[config.mk]
export PLATFORM = sky130hd
export DESIGN_NAME = multicycle_controller
export DESIGN_NICKNAME = d
export VERILOG_FILES = /design/src/rtl/multicycle_controller.sv
export SDC_FILE = /design/constraint.sdc
export NUM_CORES = 1
export LEC_CHECK = 0
export CAP_MARGIN = 5
export CORE_MARGIN = 1
export CORE_UTILIZATION = 40
export CTS_BUF_LIST = sky130_fd_sc_hd__clkbuf_4
export DETAILED_ROUTE_END_ITERATION = 7
export PLACE_DENSITY = 0.77
export RECOVER_POWER = 25
export SLEW_MARGIN = 15
export SYNTH_ARGS = -nofsm -noshare
export SYNTH_HDL_FRONTEND = slang
export SYNTH_SLANG_ARGS = --single-unit
[constraint.sdc]
create_clock -name clk -period 3.7 [get_ports clk]
set_input_delay 0.74 -clock clk [delete_from_list [all_inputs] [get_ports clk]]
set_output_delay 0.74 -clock clk [all_outputs]
set_load 0.02 [all_outputs]
[src/rtl/multicycle_controller.sv]
// Multicycle RV32I control FSM: sequences fetch/decode/execute/memory/writeback phases.
// Latency: lw 5, sw 4, R/I/jal/lui 4, jalr 5, branch/auipc 3 cycles with zero-wait memory.
// Backpressure: FETCH, MEMREAD and MEMWRITE hold with stable requests until MemReady.
module multicycle_controller (
  input  logic       clk,
  input  logic       reset,
  input  logic [6:0] op,
  input  logic [2:0] funct3,
  input  logic       Zero,
  input  logic       Lt,
  input  logic       Ltu,
  input  logic       MemReady,
  output logic       PCWrite,
  output logic       AdrSrc,
  output logic       MemReq,
  output logic       MemWrite,
  output logic       IRWrite,
  output logic [1:0] ResultSrc,
  output logic [1:0] ALUSrcA,
  output logic [1:0] ALUSrcB,
  output logic [1:0] ALUOp,
  output logic [2:0] ImmSrc,
  output logic       RegWrite,
  output logic       unsign,
  output logic       InstrDone,
  output logic       Illegal
);

  // RV32I major opcodes handled by this controller
  localparam logic [6:0] OP_LOAD   = 7'b0000011;
  localparam logic [6:0] OP_STORE  = 7'b0100011;
  localparam logic [6:0] OP_REG    = 7'b0110011;
  localparam logic [6:0] OP_IMM    = 7'b0010011;
  localparam logic [6:0] OP_BRANCH = 7'b1100011;
  localparam logic [6:0] OP_JAL    = 7'b1101111;
  localparam logic [6:0] OP_JALR   = 7'b1100111;
  localparam logic [6:0] OP_LUI    = 7'b0110111;
  localparam logic [6:0] OP_AUIPC  = 7'b0010111;

  // ALU source / op encodings
  localparam logic [1:0] SRCA_PC    = 2'b00;
  localparam logic [1:0] SRCA_OLDPC = 2'b01;
  localparam logic [1:0] SRCA_RS1   = 2'b10;
  localparam logic [1:0] SRCA_ZERO  = 2'b11;
  localparam logic [1:0] SRCB_RS2   = 2'b00;
  localparam logic [1:0] SRCB_IMM   = 2'b01;
  localparam logic [1:0] SRCB_FOUR  = 2'b10;
  localparam logic [1:0] ALU_ADD    = 2'b00;
  localparam logic [1:0] ALU_SUB    = 2'b01;
  localparam logic [1:0] ALU_FUNCT  = 2'b10;
  localparam logic [1:0] ALU_CMP    = 2'b11;
  localparam logic [1:0] RES_ALUOUT = 2'b00;
  localparam logic [1:0] RES_DATA   = 2'b01;
  localparam logic [1:0] RES_ALURES = 2'b10;

  typedef enum logic [3:0] {
    S_FETCH    = 4'd0,
    S_DECODE   = 4'd1,
    S_MEMADR   = 4'd2,
    S_MEMREAD  = 4'd3,
    S_MEMWB    = 4'd4,
    S_MEMWRITE = 4'd5,
    S_EXECR    = 4'd6,
    S_EXECI    = 4'd7,
    S_ALUWB    = 4'd8,
    S_JAL      = 4'd9,
    S_JALR1    = 4'd10,
    S_JALR2    = 4'd11,
    S_BRANCH   = 4'd12,
    S_LUI      = 4'd13,
    S_TRAP     = 4'd14
  } state_t;

  state_t r_state;
  state_t w_next;

  // Branch funct3 010/011 are unassigned encodings and trap
  logic w_bad_branch;
  logic w_cond;
  logic w_taken;

  // Unqualified per-state decodes; enables are gated by reset at the ports
  logic       w_pcwrite;
  logic       w_adrsrc;
  logic       w_memreq;
  logic       w_memwrite;
  logic       w_irwrite;
  logic       w_regwrite;
  logic       w_instrdone;
  logic       w_illegal;
  logic [1:0] w_resultsrc;
  logic [1:0] w_alusrca;
  logic [1:0] w_alusrcb;
  logic [1:0] w_aluop;

  assign w_bad_branch = (funct3[2:1] == 2'b01);

  // State register; reset forces FETCH immediately, abandoning any instruction
  always_ff @(posedge clk or posedge reset) begin
    if (reset) begin
      r_state <= S_FETCH;
    end else begin
      r_state <= w_next;
    end
  end

  // Next-state: memory states hold for MemReady, DECODE dispatches on opcode
  always_comb begin
    w_next = r_state;
    case (r_state)
      S_FETCH:    w_next = MemReady ? S_DECODE : S_FETCH;
      S_DECODE: begin
        case (op)
          OP_LOAD,
          OP_STORE:  w_next = S_MEMADR;
          OP_REG:    w_next = S_EXECR;
          OP_IMM:    w_next = S_EXECI;
          OP_BRANCH: w_next = w_bad_branch ? S_TRAP : S_BRANCH;
          OP_JAL:    w_next = S_JAL;
          OP_JALR:   w_next = S_JALR1;
          OP_LUI:    w_next = S_LUI;
          OP_AUIPC:  w_next = S_ALUWB;   // ALUOut already holds OldPC+imm
          default:   w_next = S_TRAP;
        endcase
      end
      S_MEMADR:   w_next = (op == OP_STORE) ? S_MEMWRITE : S_MEMREAD;
      S_MEMREAD:  w_next = MemReady ? S_MEMWB : S_MEMREAD;
      S_MEMWB:    w_next = S_FETCH;
      S_MEMWRITE: w_next = MemReady ? S_FETCH : S_MEMWRITE;
      S_EXECR:    w_next = S_ALUWB;
      S_EXECI:    w_next = S_ALUWB;
      S_ALUWB:    w_next = S_FETCH;
      S_JAL:      w_next = S_ALUWB;
      S_JALR1:    w_next = S_JALR2;
      S_JALR2:    w_next = S_ALUWB;
      S_BRANCH:   w_next = S_FETCH;
      S_LUI:      w_next = S_ALUWB;
      S_TRAP:     w_next = S_TRAP;
      default:    w_next = S_FETCH;
    endcase
  end

  // Branch resolution: funct3[2:1] picks the flag, funct3[0] inverts it
  always_comb begin
    w_cond = 1'b0;
    case (funct3[2:1])
      2'b00:   w_cond = Zero;
      2'b10:   w_cond = Lt;
      2'b11:   w_cond = Ltu;
      default: w_cond = 1'b0;
    endcase
    w_taken = ~w_bad_branch & (w_cond ^ funct3[0]);
  end

  // Per-state datapath selects and enables (Moore, except MemReady/branch gating)
  always_comb begin
    w_pcwrite   = 1'b0;
    w_adrsrc    = 1'b0;
    w_memreq    = 1'b0;
    w_memwrite  = 1'b0;
    w_irwrite   = 1'b0;
    w_regwrite  = 1'b0;
    w_instrdone = 1'b0;
    w_illegal   = 1'b0;
    w_resultsrc = RES_ALUOUT;
    w_alusrca   = SRCA_PC;
    w_alusrcb   = SRCB_RS2;
    w_aluop     = ALU_ADD;
    case (r_state)
      S_FETCH: begin
        w_memreq    = 1'b1;
        w_alusrca   = SRCA_PC;
        w_alusrcb   = SRCB_FOUR;
        w_aluop     = ALU_ADD;
        w_resultsrc = RES_ALURES;
        // PC+4 and IR load only on the cycle the fetch completes
        w_irwrite   = MemReady;
        w_pcwrite   = MemReady;
      end
      S_DECODE: begin
        // Precompute branch/jal/auipc target into ALUOut
        w_alusrca = SRCA_OLDPC;
        w_alusrcb = SRCB_IMM;
        w_aluop   = ALU_ADD;
      end
      S_MEMADR: begin
        w_alusrca = SRCA_RS1;
        w_alusrcb = SRCB_IMM;
        w_aluop   = ALU_ADD;
      end
      S_MEMREAD: begin
        w_adrsrc    = 1'b1;
        w_resultsrc = RES_ALUOUT;
        w_memreq    = 1'b1;
      end
      S_MEMWB: begin
        w_resultsrc = RES_DATA;
        w_regwrite  = 1'b1;
        w_instrdone = 1'b1;
      end
      S_MEMWRITE: begin
        w_adrsrc    = 1'b1;
        w_resultsrc = RES_ALUOUT;
        w_memreq    = 1'b1;
        w_memwrite  = 1'b1;
        w_instrdone = MemReady;
      end
      S_EXECR: begin
        w_alusrca = SRCA_RS1;
        w_alusrcb = SRCB_RS2;
        w_aluop   = ALU_FUNCT;
      end
      S_EXECI: begin
        w_alusrca = SRCA_RS1;
        w_alusrcb = SRCB_IMM;
        w_aluop   = ALU_FUNCT;
      end
      S_ALUWB: begin
        w_resultsrc = RES_ALUOUT;
        w_regwrite  = 1'b1;
        w_instrdone = 1'b1;
      end
      S_JAL, S_JALR2: begin
        // Link value OldPC+4 computed while PC loads the target from ALUOut
        w_alusrca   = SRCA_OLDPC;
        w_alusrcb   = SRCB_FOUR;
        w_aluop     = ALU_ADD;
        w_resultsrc = RES_ALUOUT;
        w_pcwrite   = 1'b1;
      end
      S_JALR1: begin
        w_alusrca = SRCA_RS1;
        w_alusrcb = SRCB_IMM;
        w_aluop   = ALU_ADD;
      end
      S_BRANCH: begin
        w_alusrca   = SRCA_RS1;
        w_alusrcb   = SRCB_RS2;
        w_resultsrc = RES_ALUOUT;
        w_aluop     = (funct3[2:1] == 2'b00) ? ALU_SUB : ALU_CMP;
        w_pcwrite   = w_taken;
        w_instrdone = 1'b1;
      end
      S_LUI: begin
        w_alusrca = SRCA_ZERO;
        w_alusrcb = SRCB_IMM;
        w_aluop   = ALU_ADD;
      end
      S_TRAP: begin
        w_illegal = 1'b1;
      end
      default: begin
        w_illegal = 1'b0;
      end
    endcase
  end

  // Immediate format select decoded straight from the instruction fields
  always_comb begin
    ImmSrc = 3'b000;
    case (op)
      OP_IMM:           ImmSrc = (funct3[1:0] == 2'b01) ? 3'b101 : 3'b000;
      OP_LUI, OP_AUIPC: ImmSrc = 3'b100;
      OP_JAL:           ImmSrc = 3'b011;
      OP_BRANCH:        ImmSrc = 3'b010;
      OP_STORE:         ImmSrc = 3'b001;
      default:          ImmSrc = 3'b000;
    endcase
  end

  // Unsigned compare for sltiu and bltu/bgeu
  always_comb begin
    unsign = 1'b0;
    if (op == OP_IMM && funct3[1:0] == 2'b11) begin
      unsign = 1'b1;
    end else if (op == OP_BRANCH && funct3[2:1] == 2'b11) begin
      unsign = 1'b1;
    end
  end

  // While reset is held every write/request is suppressed at once
  assign PCWrite   = w_pcwrite   & ~reset;
  assign IRWrite   = w_irwrite   & ~reset;
  assign MemReq    = w_memreq    & ~reset;
  assign MemWrite  = w_memwrite  & ~reset;
  assign RegWrite  = w_regwrite  & ~reset;
  assign InstrDone = w_instrdone & ~reset;
  assign Illegal   = w_illegal   & ~reset;
  assign AdrSrc    = w_adrsrc;
  assign ResultSrc = w_resultsrc;
  assign ALUSrcA   = w_alusrca;
  assign ALUSrcB   = w_alusrcb;
  assign ALUOp     = w_aluop;

endmodule

==> impl_metrics.toml <==
[timing]
final.setup_skew_ns = 0.0006197
min_period_ns = 3.446
setup_ws_ns = 0.2542
slew_viol_final = 0
setup_tns_ns = 0
fmax_ghz = 0.2902
hold_viol = 0
rsz0062_at_grt = "false"
worst_pin_slew_ns = 0.5768
setup_viol = 0
maxSlewHeadroom = 0.6155
period_share = 0.9313

[detailed_routing]
topRoutingLayerUsed = "met3"
wl_met2_mm = 1.144
drt-wirelength-per-cell_um = 13.66
wl_met3_um = 129
wl_met1_mm = 1.103
via_count = 1017
drc = 0
routed_wl_mm = 2.377
drtIter0Drc = 33
via_per_inst = 5.845
antenna_left = 0
drtPass1Iterations = 4

[floorplan]
core_area_um2 = 1821
initial_core_util = 0.4474
die_width_um = 47.13
ioPinCount = 36
rows = 15
dieArea_um2 = 2221
die_h_um = 47.13

[clock_network]
cts_hold_buf = 0
cts_buffers = 3
htree_num_levels = 1
cts_root_buffer = "clkbuf_4"
max-clock-path-buffers = 2
path_clk_slew_ns = 0.04
postCtsResizedCells = 0
clk_latency_ns = 0.23
cts_tree = "done"
clock-sinks = 4
cts_setup_buffers = 0

[setup_path]
end_kind = "primary output"
cp.required_ns = 2.96
crit_type = "input port to primary output"
crit_buf_inv = 2
cp_max_fo = 8
worstSetupStartpointType = "input port"
critPathSlowestCell = "clkdlybuf4s50_1"
critPathMaxStageDelay_ns = 0.66
crit_family = "buffers and inverters"
worstPathCellList = "dlygate4sd3_1, and4bb_2, a21oi_1, nor4bb_1, clkdlybuf4s50_1"
cp.arrival_ns = 2.71

[global_routing]
grt_pass1_vias = 802
overflow = 0
grt_max_degree = 20
grt_usage = 0.2261
grt_pass1_wl_mm = 3.663
antenna_found_initial = 0

[synthesis]
syn_nets = 135
yosysSeqAreaShare = 0.1229
synth_top_area_cell = "dfrtp_1"
ys_seq_elements = 4
synthCells = 119
synth_cell_types = 46
synth_edf_count = 0
yosys-top-cells-area = "dfrtp_1, nor2_1, a21oi_1"
synth_area_um2 = 814.5
synth_top_area_frac = 0.1229
async_flop_share = 1.000
synthFlopType = "dfrtp_1"
syn_area_per_cell_um2 = 6.845
yosysWarnings = 0

[power_and_ir_drop]
sequentialPowerShare = 0.203
internal_power_uw = 351.9
peakVddDrop_uv = 427.9
p_switching_uw = 369.9
comb_power_share = 0.722
power_leakage_uw = 0.0004265
power.share.clock = 0.075
power_density_nw_per_um2 = 611.7
netSwitchingFraction = 0.5124

[cells_and_area]
area_growth_pct = 44.85
top_register = "r_state"
final_common_cell = "clkdlybuf4s50_1"
n_fill_cell = 160
top_regs = "r_state: 4 flops"
final_nets = 167
n_antenna_cell = 0
layout_common_cells = "clkdlybuf4s50_1, nor2_1, a21oi_1"
largest_reg_flops = 4
post-route-util = 0.6481
drive_gt1_frac = 0.06711
stdcell_count = 174

[hold_path]
hold_path_class = "register to register"

[status]
status = "finished, final reports clean"

[placed_design]
post-place-cells = 171
dp_hpwl_mm = 1.793
post-place-ws_ns = 0.3354
numPortBuffers = 35
place_congestion = 0.8471

[flow_run]
cap_violations = 0
-- metal layers --
layer,vias to the layer above,global-route usage
li1,501,-
met1,480,0.3531
met2,36,0.3278
met3,0,0.003846
met4,0,0.08000
met5,-,0
-- path summary, 6_finish.rpt --
check	cells past startpoint	end	from	slack, ns
setup / recovery	5	unsign	op[6]	0.25
hold reg to reg	2	r_state[2]	r_state[0]	0.87
min in group asynchronous	2	r_state[1]	reset	1.01
hold / removal	2	r_state[2]	r_state[0]	0.87
max in group asynchronous	2	r_state[3]	reset	2.52
setup reg to reg	3	r_state[1]	r_state[2]	2.10
-- through the flow --
stage | hold slack (ns) | power (µW) | cell area (µm²)
after global placement | 0.8226 | 656.6 | 1157
after CTS | 0.8750 | 721.2 | 1180
after floorplan | 0.6245 | 480.3 | 814.5
after global routing | 0.9048 | 780.1 | 1180
after detailed placement | 0.8570 | 660.1 | 1157
final | 0.8700 | 721.7 | 1180
-- cells in the mapped netlist, types with 2 or more instances --
cell type / instances
a21oi_1: 9
nand3_1: 5
dfrtp_1: 4
nor3_1: 7
nand2b_1: 7
nor2_1: 15
xnor2_1: 3
o21a_1: 2
o21ai_0: 7
buf_2: 7
or2_1: 2
nor2b_1: 6
clkbuf_1: 2
or3_1: 2
and3b_1: 2
nand2_1: 5
a21o_1: 2
inv_1: 4
-- area by class of cell --
cell class | instances | area, µm² | share of cell area
multi-input combinational | 101 | 645.6 | 0.5472
sequential | 4 | 100.1 | 0.08484
inverter | 4 | 15.01 | 0.01273
timing repair buffer | 37 | 365.4 | 0.3097
tap | 25 | 31.28 | 0.02651
clock buffer | 3 | 22.52 | 0.01909
-- power groups by stage --
stage | logic [µW] | registers (µW) | clock network, µW
finish | 521 | 146 | 54.2
global route | 563 | 155 | 62.2
CTS | 519 | 143 | 58.7
detailed placement | 518 | 142 | 0
global placement | 509 | 147 | 0
floorplan | 408 | 72.7 | 0
-- tightest hold or removal path, delay by kind of cell (launching register included) --
family             cells  cell delay (ns)
AOI/OAI and AO/OA      2             0.31
DFF                    1             0.50
-- cell families after synthesis --
family,share of synthesized area
and+or+nand+nor,0.4363
AOI/OAI and AO/OA,0.3011
buffers and inverters,0.08448
xor gates and xnor gates,0.04302
DFF,0.1229
muxes,0.01229
Note: power is estimated with default switching activity, not from simulation.
